--- src/rtl/ahb_burst_master.sv ---
// ahb_burst_master: AHB-Lite master turning one command into a SINGLE/INCR/INCR4/8/16 burst
// Optional feature: define AHB_ERR_RESP_EN to add hresp/cmd_err slave error handling.
// Ports: hclk, hreset (sync, active high); cmd_valid/cmd_ready/cmd_write/cmd_addr/cmd_len/cmd_size
//   command handshake; wr_data/wr_pop write-data supply; rd_data/rd_valid read return; done
//   completion pulse; hready_out/hr_data (+hresp) from the slave; haddr/hwdata/hwrite/htrans/
//   hsize/hburst/hready_in to the bus (+cmd_err completion status).
module ahb_burst_master #(
    parameter int ADDR_W    = 32,
    parameter int DATA_W    = 32,
    parameter int MAX_BEATS = 16,
    localparam int LW       = $clog2(MAX_BEATS) + 1
) (
    input  logic              hclk,
    input  logic              hreset,
    input  logic              cmd_valid,
    output logic              cmd_ready,
    input  logic              cmd_write,
    input  logic [ADDR_W-1:0] cmd_addr,
    input  logic [LW-1:0]     cmd_len,
    input  logic [2:0]        cmd_size,
    input  logic [DATA_W-1:0] wr_data,
    output logic              wr_pop,
    output logic [DATA_W-1:0] rd_data,
    output logic              rd_valid,
    output logic              done,
    input  logic              hready_out,
    input  logic [DATA_W-1:0] hr_data,
`ifdef AHB_ERR_RESP_EN
    input  logic              hresp,
    output logic              cmd_err,
`endif
    output logic [ADDR_W-1:0] haddr,
    output logic [DATA_W-1:0] hwdata,
    output logic              hwrite,
    output logic [1:0]        htrans,
    output logic [2:0]        hsize,
    output logic [2:0]        hburst,
    output logic              hready_in
);
    typedef enum logic [1:0] {S_IDLE, S_ADDR, S_SEQ, S_LAST} state_t;
    state_t r_state, w_next;
    logic [ADDR_W-1:0] r_haddr;
    logic [DATA_W-1:0] r_hwdata, r_rd_data;
    logic [1:0]        r_htrans;
    logic [2:0]        r_hsize, r_hburst;
    logic              r_hwrite, r_rd_valid, r_done;
    logic [LW-1:0]     r_left;
    logic              w_err, w_aphase, w_dphase, w_adone, w_rdone, w_abort;
    logic [LW-1:0]     w_len;
    logic [12:0]       w_end;
    logic [2:0]        w_burst;
    logic [ADDR_W-1:0] w_naddr;
`ifdef AHB_ERR_RESP_EN
    logic              r_cmd_err;
    assign w_err   = hresp;
    assign cmd_err = r_cmd_err;
`else
    assign w_err = 1'b0;
`endif
    // ADDR = first address phase only; SEQ = address phase overlapping a data phase;
    // LAST = final data phase with the bus already IDLE.
    assign w_aphase = (r_state == S_ADDR) || (r_state == S_SEQ);
    assign w_dphase = (r_state == S_SEQ) || (r_state == S_LAST);
    assign w_adone  = w_aphase & hready_out & ~w_err;
    assign w_rdone  = w_dphase & hready_out & ~w_err & ~r_hwrite;
    // First error cycle: drop the pending address phase and finish on the error's second cycle.
    assign w_abort  = (r_state == S_SEQ) & w_err & ~hready_out;
    assign w_len    = (cmd_len == '0) ? LW'(1) : cmd_len;
    // Byte offset one past the last beat within the starting 1 KB page.
    assign w_end    = 13'(cmd_addr[9:0]) + (13'(w_len) << cmd_size);
    assign w_burst  = (w_len == LW'(1)) ? 3'b000 :
                      (w_end > 13'd1024) ? 3'b001 :
                      (w_len == LW'(4)) ? 3'b011 :
                      (w_len == LW'(8)) ? 3'b101 :
                      (w_len == LW'(16)) ? 3'b111 : 3'b001;
    assign w_naddr  = r_haddr + (ADDR_W'(1) << r_hsize);
    always_ff @(posedge hclk) begin
        if (hreset) r_state <= S_IDLE;
        else        r_state <= w_next;
    end
    always_comb begin
        w_next = r_state;
        case (r_state)
            S_IDLE:        w_next = cmd_valid ? S_ADDR : S_IDLE;
            S_ADDR, S_SEQ: w_next = w_abort ? S_LAST : !w_adone ? r_state :
                                    (r_left != '0) ? S_SEQ : S_LAST;
            S_LAST:        w_next = hready_out ? S_IDLE : S_LAST;
            default:       w_next = S_IDLE;
        endcase
    end
    always_comb begin
        cmd_ready = r_state == S_IDLE;
        wr_pop    = w_adone & r_hwrite;
        hready_in = r_htrans != 2'b00;
    end
    always_ff @(posedge hclk) begin
        if (hreset) begin
            r_haddr    <= '0;
            r_hwdata   <= '0;
            r_rd_data  <= '0;
            r_htrans   <= 2'b00;
            r_hsize    <= '0;
            r_hburst   <= '0;
            r_hwrite   <= 1'b0;
            r_rd_valid <= 1'b0;
            r_done     <= 1'b0;
            r_left     <= '0;
`ifdef AHB_ERR_RESP_EN
            r_cmd_err  <= 1'b0;
`endif
        end else begin
            r_rd_valid <= w_rdone;
            r_done     <= (r_state == S_LAST) & hready_out;
`ifdef AHB_ERR_RESP_EN
            r_cmd_err  <= (r_state == S_LAST) & hready_out & hresp;
`endif
            if (w_rdone) r_rd_data <= hr_data;
            if (cmd_valid && cmd_ready) begin
                r_haddr  <= cmd_addr;
                r_htrans <= 2'b10;
                r_hwrite <= cmd_write;
                r_hsize  <= cmd_size;
                r_hburst <= w_burst;
                r_left   <= w_len - 1'b1;
            end
            if (w_abort) r_htrans <= 2'b00;
            if (w_adone) begin
                if (r_hwrite) r_hwdata <= wr_data;
                if (r_left != '0) begin
                    r_haddr  <= w_naddr;
                    // A beat opening a new 1 KB page restarts the transfer as NONSEQ.
                    r_htrans <= (w_naddr[9:0] == 10'd0) ? 2'b10 : 2'b11;
                    r_left   <= r_left - 1'b1;
                end else begin
                    r_htrans <= 2'b00;
                end
            end
        end
    end
    assign haddr    = r_haddr;
    assign hwdata   = r_hwdata;
    assign hwrite   = r_hwrite;
    assign htrans   = r_htrans;
    assign hsize    = r_hsize;
    assign hburst   = r_hburst;
    assign rd_data  = r_rd_data;
    assign rd_valid = r_rd_valid;
    assign done     = r_done;
endmodule

--- config.mk ---
export PLATFORM = sky130hd
export DESIGN_NAME = ahb_burst_master
export DESIGN_NICKNAME = d
export VERILOG_FILES = /design/src/rtl/ahb_burst_master.sv
export SDC_FILE = /design/constraint.sdc
export NUM_CORES = 1
export LEC_CHECK = 0
export ABC_AREA = 1
export BUFFER_PORTS_ARGS = -buffer_cell sky130_fd_sc_hd__buf_2
export CORE_MARGIN = 10
export CORE_UTILIZATION = 51
export DETAILED_ROUTE_END_ITERATION = 10
export PLACE_DENSITY = 0.78
export RECOVER_POWER = 50
export SYNTH_ARGS = -nofsm -noshare
export SYNTH_HDL_FRONTEND = slang
export SYNTH_SLANG_ARGS = --single-unit
export TNS_END_PERCENT = 20
--- constraint.sdc ---
create_clock -name hclk -period 2.7 [get_ports hclk]
set_input_delay 0.135 -clock hclk [delete_from_list [all_inputs] [get_ports hclk]]
set_output_delay 0.135 -clock hclk [all_outputs]
set_load 0.03 [all_outputs]
# Word level (Yosys, flattened, before mapping)
# Index checks and enable logic that the tools add are counted.
totals:
  reg_bits: 114
  input_bits: 109
  output_inout_bits: 110
  word_cells: 64
op_classes:
  n_addsub: 4
  bitwise: 6
  n_eq_ne: 8
  reduce_logical: 11
  shift: 2
  n_mux: 21
  order_cmp: 1
ops:
  columns: ["cell", "n"]
  rows:
  - ["32-bit two-way mux", 3]
  - ["32-bit adder", 1]
  - ["1-bit by 3-bit << shifter with 32-bit output (first input constant)", 1]
  - ["5-bit two-way mux", 4]
  - ["3-bit two-way mux", 5]
  - ["10-bit by 13-bit adder with 13-bit output", 1]
  - ["13-bit by 11-bit greater-than comparator with 1-bit output (second input constant)", 1]
  - ["5-bit by 3-bit << shifter with 13-bit output", 1]
  - ["10-bit logical NOT", 1]
  - ["2-bit two-way mux", 5]
  - ["5-bit by 1-bit subtractor with 5-bit output (second input constant)", 2]
  - ["2-bit one-hot mux with 3 select lines", 1]
  - ["1-bit AND", 5]
  - ["5-bit by 1-bit equality test with 1-bit output (second input constant)", 1]
  - ["5-bit by 3-bit equality test with 1-bit output (second input constant)", 1]
  - ["5-bit by 4-bit equality test with 1-bit output (second input constant)", 1]
  - ["5-bit equality test (second input constant)", 1]
  - ["5-bit logical NOT", 1]
  - ["5-bit nonzero test", 1]
  - ["2-bit equality test (second input constant)", 2]
  - ["2-bit nonzero test", 2]
  - ["1-bit two-way mux", 3]
  - ["2-bit by 1-bit equality test with 1-bit output (second input constant)", 1]
  - ["2-bit logical NOT", 1]
  - ["other kinds (6)", 7]

# Logic depth before layout (Yosys ltp)
# Gate-level depths: netlist of run 1.
logic_depth:
  ltp_word: 8
  ltp_mapped: 21
  mapped_depth_nobuf: 21

# Least setup slack after synthesis of run 1
# No wires, ideal clock.
synth_path:
  path_kind: "reg-to-reg"
  start: "reg r_hsize[0], in the netlist hsize[0]"
  end: "reg r_haddr[26], in the netlist haddr[26]"
  stages_incl_launch_ff: 14
  arrival_time_ps: 2188
  synth_period_minus_slack_ps: 2301
  path_buffers: 0
  setup_ps: 113
  slack_ps: 399
  cell_sequence: "dfxtp_1 > inv_1 > nor3_1 > fa_1 > nand3_1 > nand3_1 > nand3_1 > nand2_2 > nand2_4 > nor2_4 > nand2_1 > xor2_1 > o21ai_1 > inv_1"
synth_via:
  elab_chain_len: 4
synth_rtl:
  columns: ["element", "line", "source"]
  rows:
  - ["start, declared", "45", "logic [2:0] r_hsize, r_hburst;"]
  - ["start signal, assigned", "122", "r_hsize <= cmd_size;"]
  - ["1-bit by 3-bit << shifter with 32-bit output", "76", "assign w_naddr = r_haddr + (ADDR_W'(1) << r_hsize);"]
  - ["32-bit adder", "76", null]
  - ["32-bit two-way mux", "129", "if (r_left != '0) begin"]
  - ["32-bit two-way mux", "127", "if (w_adone) begin"]
  - ["end signal, assigned", "119", "r_haddr <= cmd_addr;"]
  - ["end signal, assigned", "130", "r_haddr <= w_naddr;"]
  - ["end, declared", "42", "logic [ADDR_W-1:0] r_haddr;"]
# No other way between the ends.
# A chain may end at the register's enable or synchronous reset.

# Worst setup path after layout of run 1
# Same ends and word-level chain as after synthesis.

==> impl_metrics.env, run 1 <==
export IMPL_p_leak_nw=4.008
export IMPL_count_of_buffers_added_by_post_cts_timing_repair_for_setup=0
export IMPL_total_i_o_pin_count=219
export IMPL_tns_ns=0
export IMPL_gp_congestion=0.8815
export IMPL_final_max_slew_violation_count=0
export IMPL_clockRootBuffer="clkbuf_16"
export IMPL_cts_buffers_inserted=17
export IMPL_synth_ff_latch_count=114
export IMPL_ys_warns=0
export IMPL_timing_final_crit_period_ns=2.447
export IMPL_number_of_instances_in_the_synthesized_netlist=958
export IMPL_multi_input_comb_area_um2=3601
export IMPL_fill_cells=1070
export IMPL_yosysMostFrequentCell="nand2_1"
export IMPL_outcome="complete, no violations"
export IMPL_crit_path_max_fanout=6
export IMPL_start_util_pct=52.73
export IMPL_synth_common_cells="nand2_1 (232), nor2_1 (123), dfxtp_1 (114)"
export IMPL_num_rows=40
export IMPL_sequential_element_share_of_the_synthesized_area_pct=35.45
export IMPL_cts_buffer_depth=2
export IMPL_register_area_um2=2282
export IMPL_post_cts_resized_instances=0
export IMPL_post_route_period_util_pct=90.62
export IMPL_grt_setup_unrepaired="no"
export IMPL_crit_type="reg2reg"
export IMPL_synth_largest_area_cell="dfxtp_1"
export IMPL_synth_top_cells_by_area="dfxtp_1 (35%), nand2_1 (14%), nor2_1 (7.2%)"
export IMPL_routed_wirelength_mm=22.10
export IMPL_grtUsageTotal_pct=24.17
export IMPL_flow_area_growth_from_synthesis_pct=37.12
export IMPL_clock_tree_htree_level_count=4
export IMPL_number_of_antenna_violations_at_the_first_check_in_global_routing=3
export IMPL_route_antenna_remaining_nets=0
export IMPL_die_area_um2=17520
export IMPL_detailedPlacementHpwl_mm=14.82
export IMPL_hold_class="in2reg"
export IMPL_synth_lib_cells_used_distinct=46
export IMPL_design_final_nets=1367
export IMPL_worst_slew_margin_rel_pct=48.58
export IMPL_synth_largest_type_area_fraction_pct=35.45
export IMPL_number_of_violations_of_the_max_capacitance_limit=0
export IMPL_route_vias_total=7387
export IMPL_timing_final_setup_violations=0
export IMPL_post_place_cells=1315
export IMPL_finalHoldViolations=0
export IMPL_power_per_cell_area_nw_per_um2=638.7
export IMPL_cts_sink_count=114
export IMPL_synth_area_um2=6439
export IMPL_timing_fmax_mhz=408.7
export IMPL_grt_max_degree=71
export IMPL_instances_no_fill=1416
export IMPL_critical_path_arrival_ns=2.75
export IMPL_first_global_vias=7283
export IMPL_synth_edf_count=0
export IMPL_remaining_drc_errors=0
export IMPL_power_ir_vdd_worst_mv=0.5535
export IMPL_clk_pin_slew_ns=0.06
export IMPL_total_power_mw=5.638
export IMPL_postSynthAreaPerCell_um2=6.721
export IMPL_wl_per_cell_um=15.60
export IMPL_floorplan_die_width_um=132.4
export IMPL_portBuffers=218
export IMPL_detailedRoute_firstIterationViolations=512
export IMPL_worst_endpoint_required_ns=3.01
export IMPL_ys_async_sr_fraction_pct=0
export IMPL_floorplan_core_area_um2=12210
export IMPL_synth_ff_type="dfxtp_1"
export IMPL_timing_critical_path_from_type="flop"
export IMPL_holdPathStages=3
export IMPL_end_kind="flop"
export IMPL_net_count_of_the_mapped_netlist=1093
export IMPL_globalRoute_totalOverflow=0
export IMPL_finish_utilization_pct=72.30
export IMPL_grt_first_pass_wirelength_mm=35.38
export IMPL_clock_skew_ns=0.01525
export IMPL_cts_tree="built"
export IMPL_insertion_delay_ns=0.42
export IMPL_post_dp_cell_area_um2=7661
export IMPL_firstDrtPassIters=5
export IMPL_die_y_um=132.4
export IMPL_final_area_um2=8828
export IMPL_reg2reg_depth=13
export IMPL_transition_at_the_pin_with_the_smallest_max_transition_slack_ns=0.7712
export IMPL_final_layout_size_suffix_gt1_share_pct=15.02
export IMPL_cts_hold_buffers=66
export IMPL_via_to_cell_ratio=5.217
==> cells by family after synthesis <==
group                      Yosys count  synth area share [%]
xor gates and xnor gates            23                 3.129
buffers and inverters              140                 8.667
DFF                                114                 35.45
AOI/OAI and AO/OA                  205                 17.63
and+or+nand+nor                    450                 29.85
adders and majority gates           26                 5.286
==> flip-flops by register name, summed over array words and instances (netlist names) <==
register,cells
hburst,3
hwdata,32
hwrite,1
r_left,5
r_state,2
done,1
hsize,3
haddr,32
htrans,2
rd_valid,1
rd_data,32
==> per-stage QoR <==
| step | hold WS (ns) | setup slack (ns) |
|---|---|---|
| after floorplan | 0.2488 | 0.3993 |
| after global placement | 0.3558 | 0.07394 |
| after detailed placement | 0.3630 | 0.05176 |
| after CTS | 0.0007828 | 0.2660 |
| after global routing | 0.03313 | 0.006811 |
| final | 0.01447 | 0.2533 |
==> power by group <==
group	internal (mW)	total, mW	switching (mW)
clock	1.56	2.40	0.847
sequential	1.80	1.91	0.111
combinational	0.455	1.32	0.865
==> critical path: stages (launching register included) <==
cell,delay (ns)
dfxtp_1,0.43
inv_1,0.13
nor3_1,0.31
fa_1,0.29
nand3_1,0.09
nand3_1,0.17
nand3_1,0.15
nand2_2,0.16
nand2_4,0.09
nor2_4,0.11
nand2_1,0.09
xor2_1,0.16
o21ai_1,0.13
inv_1,0.05
==> area by class of cell <==
| cell class | count | area share, % |
|---|---|---|
| repair buffers | 296 | 19.49 |
| clock buffers | 18 | 4.861 |
| well taps | 168 | 2.381 |
| flip-flops and latches | 114 | 25.85 |
| multi-input cells | 704 | 40.79 |
| clock inverters | 14 | 2.310 |
| diodes | 3 | 0.08503 |
| inverters | 99 | 4.238 |
==> final timing paths <==
| check | slack, ns | end | startpoint |
|---|---|---|---|
| setup / recovery | 0.25 | haddr[26]$_SDFF_PP0_ | hsize[0]$_SDFFE_PP0P_ |
| hold / removal | 0.01 | hwdata[10]$_SDFFE_PP0P_ | wr_data[10] |
| setup reg to reg | 0.25 | haddr[26]$_SDFF_PP0_ | hsize[0]$_SDFFE_PP0P_ |
| hold reg to reg | 0.46 | hburst[1]$_SDFFE_PP0P_ | hburst[1]$_SDFFE_PP0P_ |
==> per-layer routing <==
metal	GRT usage (%)	share of wire (%)	vias up
met1	25.34	38	3318
li1	-	-	3675
met3	8.384	9.1	63
met2	42.03	50	331
met5	0	0	-
met4	11.98	3.0	0
==> cells in the final DEF (no fill, tap or decap), types with 7 or more instances in the layout <==
| cell | instances |
|---|---|
| dlygate4sd3_1 | 66 |
| nand2_1 | 231 |
| a31oi_1 | 7 |
| inv_1 | 89 |
| dfxtp_1 | 114 |
| clkbuf_1 | 108 |
| nor3_1 | 17 |
| nand4_1 | 7 |
| a21oi_1 | 84 |
| xor2_1 | 19 |
| nand3_1 | 43 |
| o211ai_1 | 12 |
| buf_4 | 11 |
| nor2_1 | 123 |
| clkbuf_16 | 17 |
| buf_2 | 111 |
| ha_1 | 24 |
| o21ai_1 | 8 |
| o21ai_0 | 78 |
Power figures use the tool's default switching activity.
==> run 2, diff against run 1 <==
--- a/config.mk
+++ b/config.mk
@@ -5,10 +5,10 @@
 export SDC_FILE = /design/constraint.sdc
 export NUM_CORES = 1
 export LEC_CHECK = 0
-export ABC_AREA = 1
+export ABC_AREA = 0
 export BUFFER_PORTS_ARGS = -buffer_cell sky130_fd_sc_hd__buf_2
 export CORE_MARGIN = 10
-export CORE_UTILIZATION = 51
+export CORE_UTILIZATION = 50
 export DETAILED_ROUTE_END_ITERATION = 10
 export PLACE_DENSITY = 0.78
 export RECOVER_POWER = 50
==> impl_metrics.env, run 2 <==
export IMPL_grt_max_degree=75
export IMPL_firstDrtPassIters=5
export IMPL_number_of_violations_of_the_max_capacitance_limit=0
export IMPL_die_area_um2=16580
export IMPL_timing_critical_path_from_type="flop"
export IMPL_postSynthAreaPerCell_um2=7.733
export IMPL_yosysMostFrequentCell="nand2_1"
export IMPL_net_count_of_the_mapped_netlist=900
export IMPL_worst_slew_margin_rel_pct=45.55
export IMPL_critical_path_arrival_ns=2.95
export IMPL_synth_ff_type="dfxtp_1"
export IMPL_clockRootBuffer="clkbuf_16"
export IMPL_power_ir_vdd_worst_mv=0.5111
export IMPL_ys_async_sr_fraction_pct=0
export IMPL_synth_top_cells_by_area="dfxtp_1 (39%), nand2_1 (11%), a21oi_1 (7.4%)"
export IMPL_number_of_antenna_violations_at_the_first_check_in_global_routing=1
export IMPL_most_common_layout_cells="nand2_1 (179), buf_2 (131), dfxtp_1 (111)"
export IMPL_critical_path_slowest_cell="a2111oi_2"
export IMPL_post_route_period_util_pct=97.60
export IMPL_grtUsageTotal_pct=25.28
export IMPL_synth_largest_area_cell="dfxtp_1"
export IMPL_synth_common_cells="nand2_1 (179), dfxtp_1 (114), a21oi_1 (88)"
export IMPL_power_per_cell_area_nw_per_um2=585.6
export IMPL_total_i_o_pin_count=219
export IMPL_finalHoldViolations=0
export IMPL_fill_cells=834
export IMPL_timing_fmax_mhz=379.5
export IMPL_detailedRoute_firstIterationViolations=503
export IMPL_timing_final_setup_violations=0
export IMPL_hold_worst_slack_ns=0.01225
export IMPL_grt_setup_unrepaired="yes"
export IMPL_floorplan_core_area_um2=11520
export IMPL_cts_sink_count=114
export IMPL_synth_edf_count=0
export IMPL_transition_at_the_pin_with_the_smallest_max_transition_slack_ns=0.8168
export IMPL_start_util_pct=51.37
export IMPL_timing_critical_path_cells="buf_4 > and3b_1 > ha_1 > a2111oi_2 > o21ai_1 > a32o_2 > nor2b_1 > and2b_2 > and3_1 > nor4_1"
export IMPL_route_vias_total=6978
export IMPL_detailedPlacementHpwl_mm=14.57
export IMPL_wl_per_cell_um=17.69
export IMPL_synth_lib_cells_used_distinct=65
export IMPL_cts_buffers_inserted=17
export IMPL_design_final_nets=1227
export IMPL_floorplan_die_width_um=128.8
export IMPL_outcome="complete, no violations"
export IMPL_synth_area_um2=5916
export IMPL_globalRoute_totalOverflow=0
export IMPL_ys_warns=0
export IMPL_final_layout_size_suffix_gt1_share_pct=25.07
export IMPL_grt_first_pass_wirelength_mm=34.22
export IMPL_cts_tree="built"
export IMPL_tns_ns=0
export IMPL_worst_endpoint_required_ns=3.02
export IMPL_synth_ff_latch_count=114
export IMPL_die_y_um=128.8
export IMPL_finish_utilization_pct=77.27
export IMPL_clock_tree_htree_level_count=4
export IMPL_crit_type="reg2reg"
export IMPL_cts_buffer_depth=2
export IMPL_via_to_cell_ratio=5.587
export IMPL_timing_final_crit_period_ns=2.635
export IMPL_crit_path_max_incr_delay_ns=0.36
export IMPL_flow_area_growth_from_synthesis_pct=50.42
export IMPL_final_area_um2=8899
export IMPL_p_leak_nw=3.734
export IMPL_remaining_drc_errors=0
export IMPL_synth_largest_type_area_fraction_pct=38.58
export IMPL_final_max_slew_violation_count=0
export IMPL_gp_congestion=0.9391
export IMPL_crit_path_max_fanout=6
export IMPL_clock_skew_ns=0.007727
export IMPL_end_kind="flop"
export IMPL_num_rows=39
export IMPL_worstPathBufferInverterCount=1
export IMPL_insertion_delay_ns=0.41
export IMPL_final_common_cell="nand2_1"
export IMPL_delay_heaviest_family_cp="simple AND/OR/NAND/NOR gates"
export IMPL_routed_wirelength_mm=22.10
export IMPL_number_of_instances_in_the_synthesized_netlist=765
export IMPL_first_global_vias=6729
export IMPL_hold_class="in2reg"
export IMPL_portBuffers=218
export IMPL_post_dp_cell_area_um2=7521
export IMPL_route_antenna_remaining_nets=0
export IMPL_sequential_element_share_of_the_synthesized_area_pct=38.58
export IMPL_clk_pin_slew_ns=0.05
run 2: changes by cell type in the layout (fill, tap and decap cells not counted), moves of 12 or more:
cell / delta
and3_1: +16
buf_4: +55
a211oi_1: +13
buf_2: +20
inv_1: -74
o21ai_0: -55
nand2_1: -52
nand3_1: -31
nor2_1: -62
xor2_1: -12
clkbuf_1: -22
run 2: worst paths after layout:
| check | start | end | slack, ns | depth (start not counted) |
|---|---|---|---|---|
| worst max-delay path | hsize[1]$_SDFFE_PP0P_ | haddr[29]$_SDFF_PP0_ | 0.06 | 10 |
| worst min-delay path | cmd_addr[29] | haddr[29]$_SDFF_PP0_ | 0.01 | 3 |
| worst max register to register | hsize[1]$_SDFFE_PP0P_ | haddr[29]$_SDFF_PP0_ | 0.06 | 10 |
| worst min register to register | hwdata[25]$_SDFFE_PP0P_ | hwdata[25]$_SDFFE_PP0P_ | 0.45 | 2 |
run 2: final cells by class:
cell class / count / area [um2] / area share, %
clock buffers: 19 / 452.9 / 5.090
repair buffers: 355 / 2205 / 24.77
clock inverters: 13 / 181.4 / 2.039
multi-input cells: 589 / 3533 / 39.71
diodes: 1 / 2.502 / 0.02812
well taps: 143 / 178.9 / 2.011
flip-flops and latches: 114 / 2288 / 25.72
inverters: 15 / 56.30 / 0.6327
run 2: logic make-up (layout without fill, tap and decap cells):
group	Yosys count	count (layout)	share of synthesized area (%)
AOI/OAI and AO/OA	210	210	22.63
xor gates and xnor gates	14	14	2.073
adders and majority gates	26	26	5.753
buffers and inverters	62	402	4.188
DFF	114	114	38.58
muxes	7	7	1.227
other	0	1	0
and+or+nand+nor	332	332	25.55
run 2: layer usage:
metal / track usage [%] / wire length [um] / vias up / part of all wire (%)
met5: 0 / 0 / - / 0
met2: 42.42 / 10820 / 285 / 49
li1: - / - / 3369 / -
met1: 28.62 / 8871 / 3256 / 40
met3: 6.653 / 1568 / 68 / 7.1
met4: 14.45 / 838 / 0 / 3.8
run 2: where the power goes:
group	switching [mW]	internal, mW	leakage, nW
Clock	0.796	1.59	0.310
Sequential	0.0719	1.75	0.929
Combinational	0.561	0.440	2.50
Total	1.43	3.78	3.73
run 2: what timing repair did:
item / in CTS / in global routing
pin swaps: 0 / 9
hold endpoints to repair: 71 / 0
resized for setup: 2 / 37
endpoints found under the setup margin: 3 / 21
buffers inserted: 0 / 2
hold buffers: 71 / 0
run 2: through the flow:
step	worst slack [ns]	cells	total power [mW]
floorplan	-0.04359	765	2.385
global route	-0.08455	1249	5.400
detailed placement	-0.2592	1143	2.724
global placement	-0.2766	1143	2.717
CTS	0.006605	1246	5.182
finish	0.06470	1249	5.211
run 2: worst reg2reg max path, cell delays in order, from the launching register on:
cell and delay, ns:
dfxtp_2 0.35, buf_4 0.16, and3b_1 0.16, ha_1 0.31
a2111oi_2 0.36, o21ai_1 0.16, a32o_2 0.30, nor2b_1 0.15
and2b_2 0.25, and3_1 0.21, nor4_1 0.15
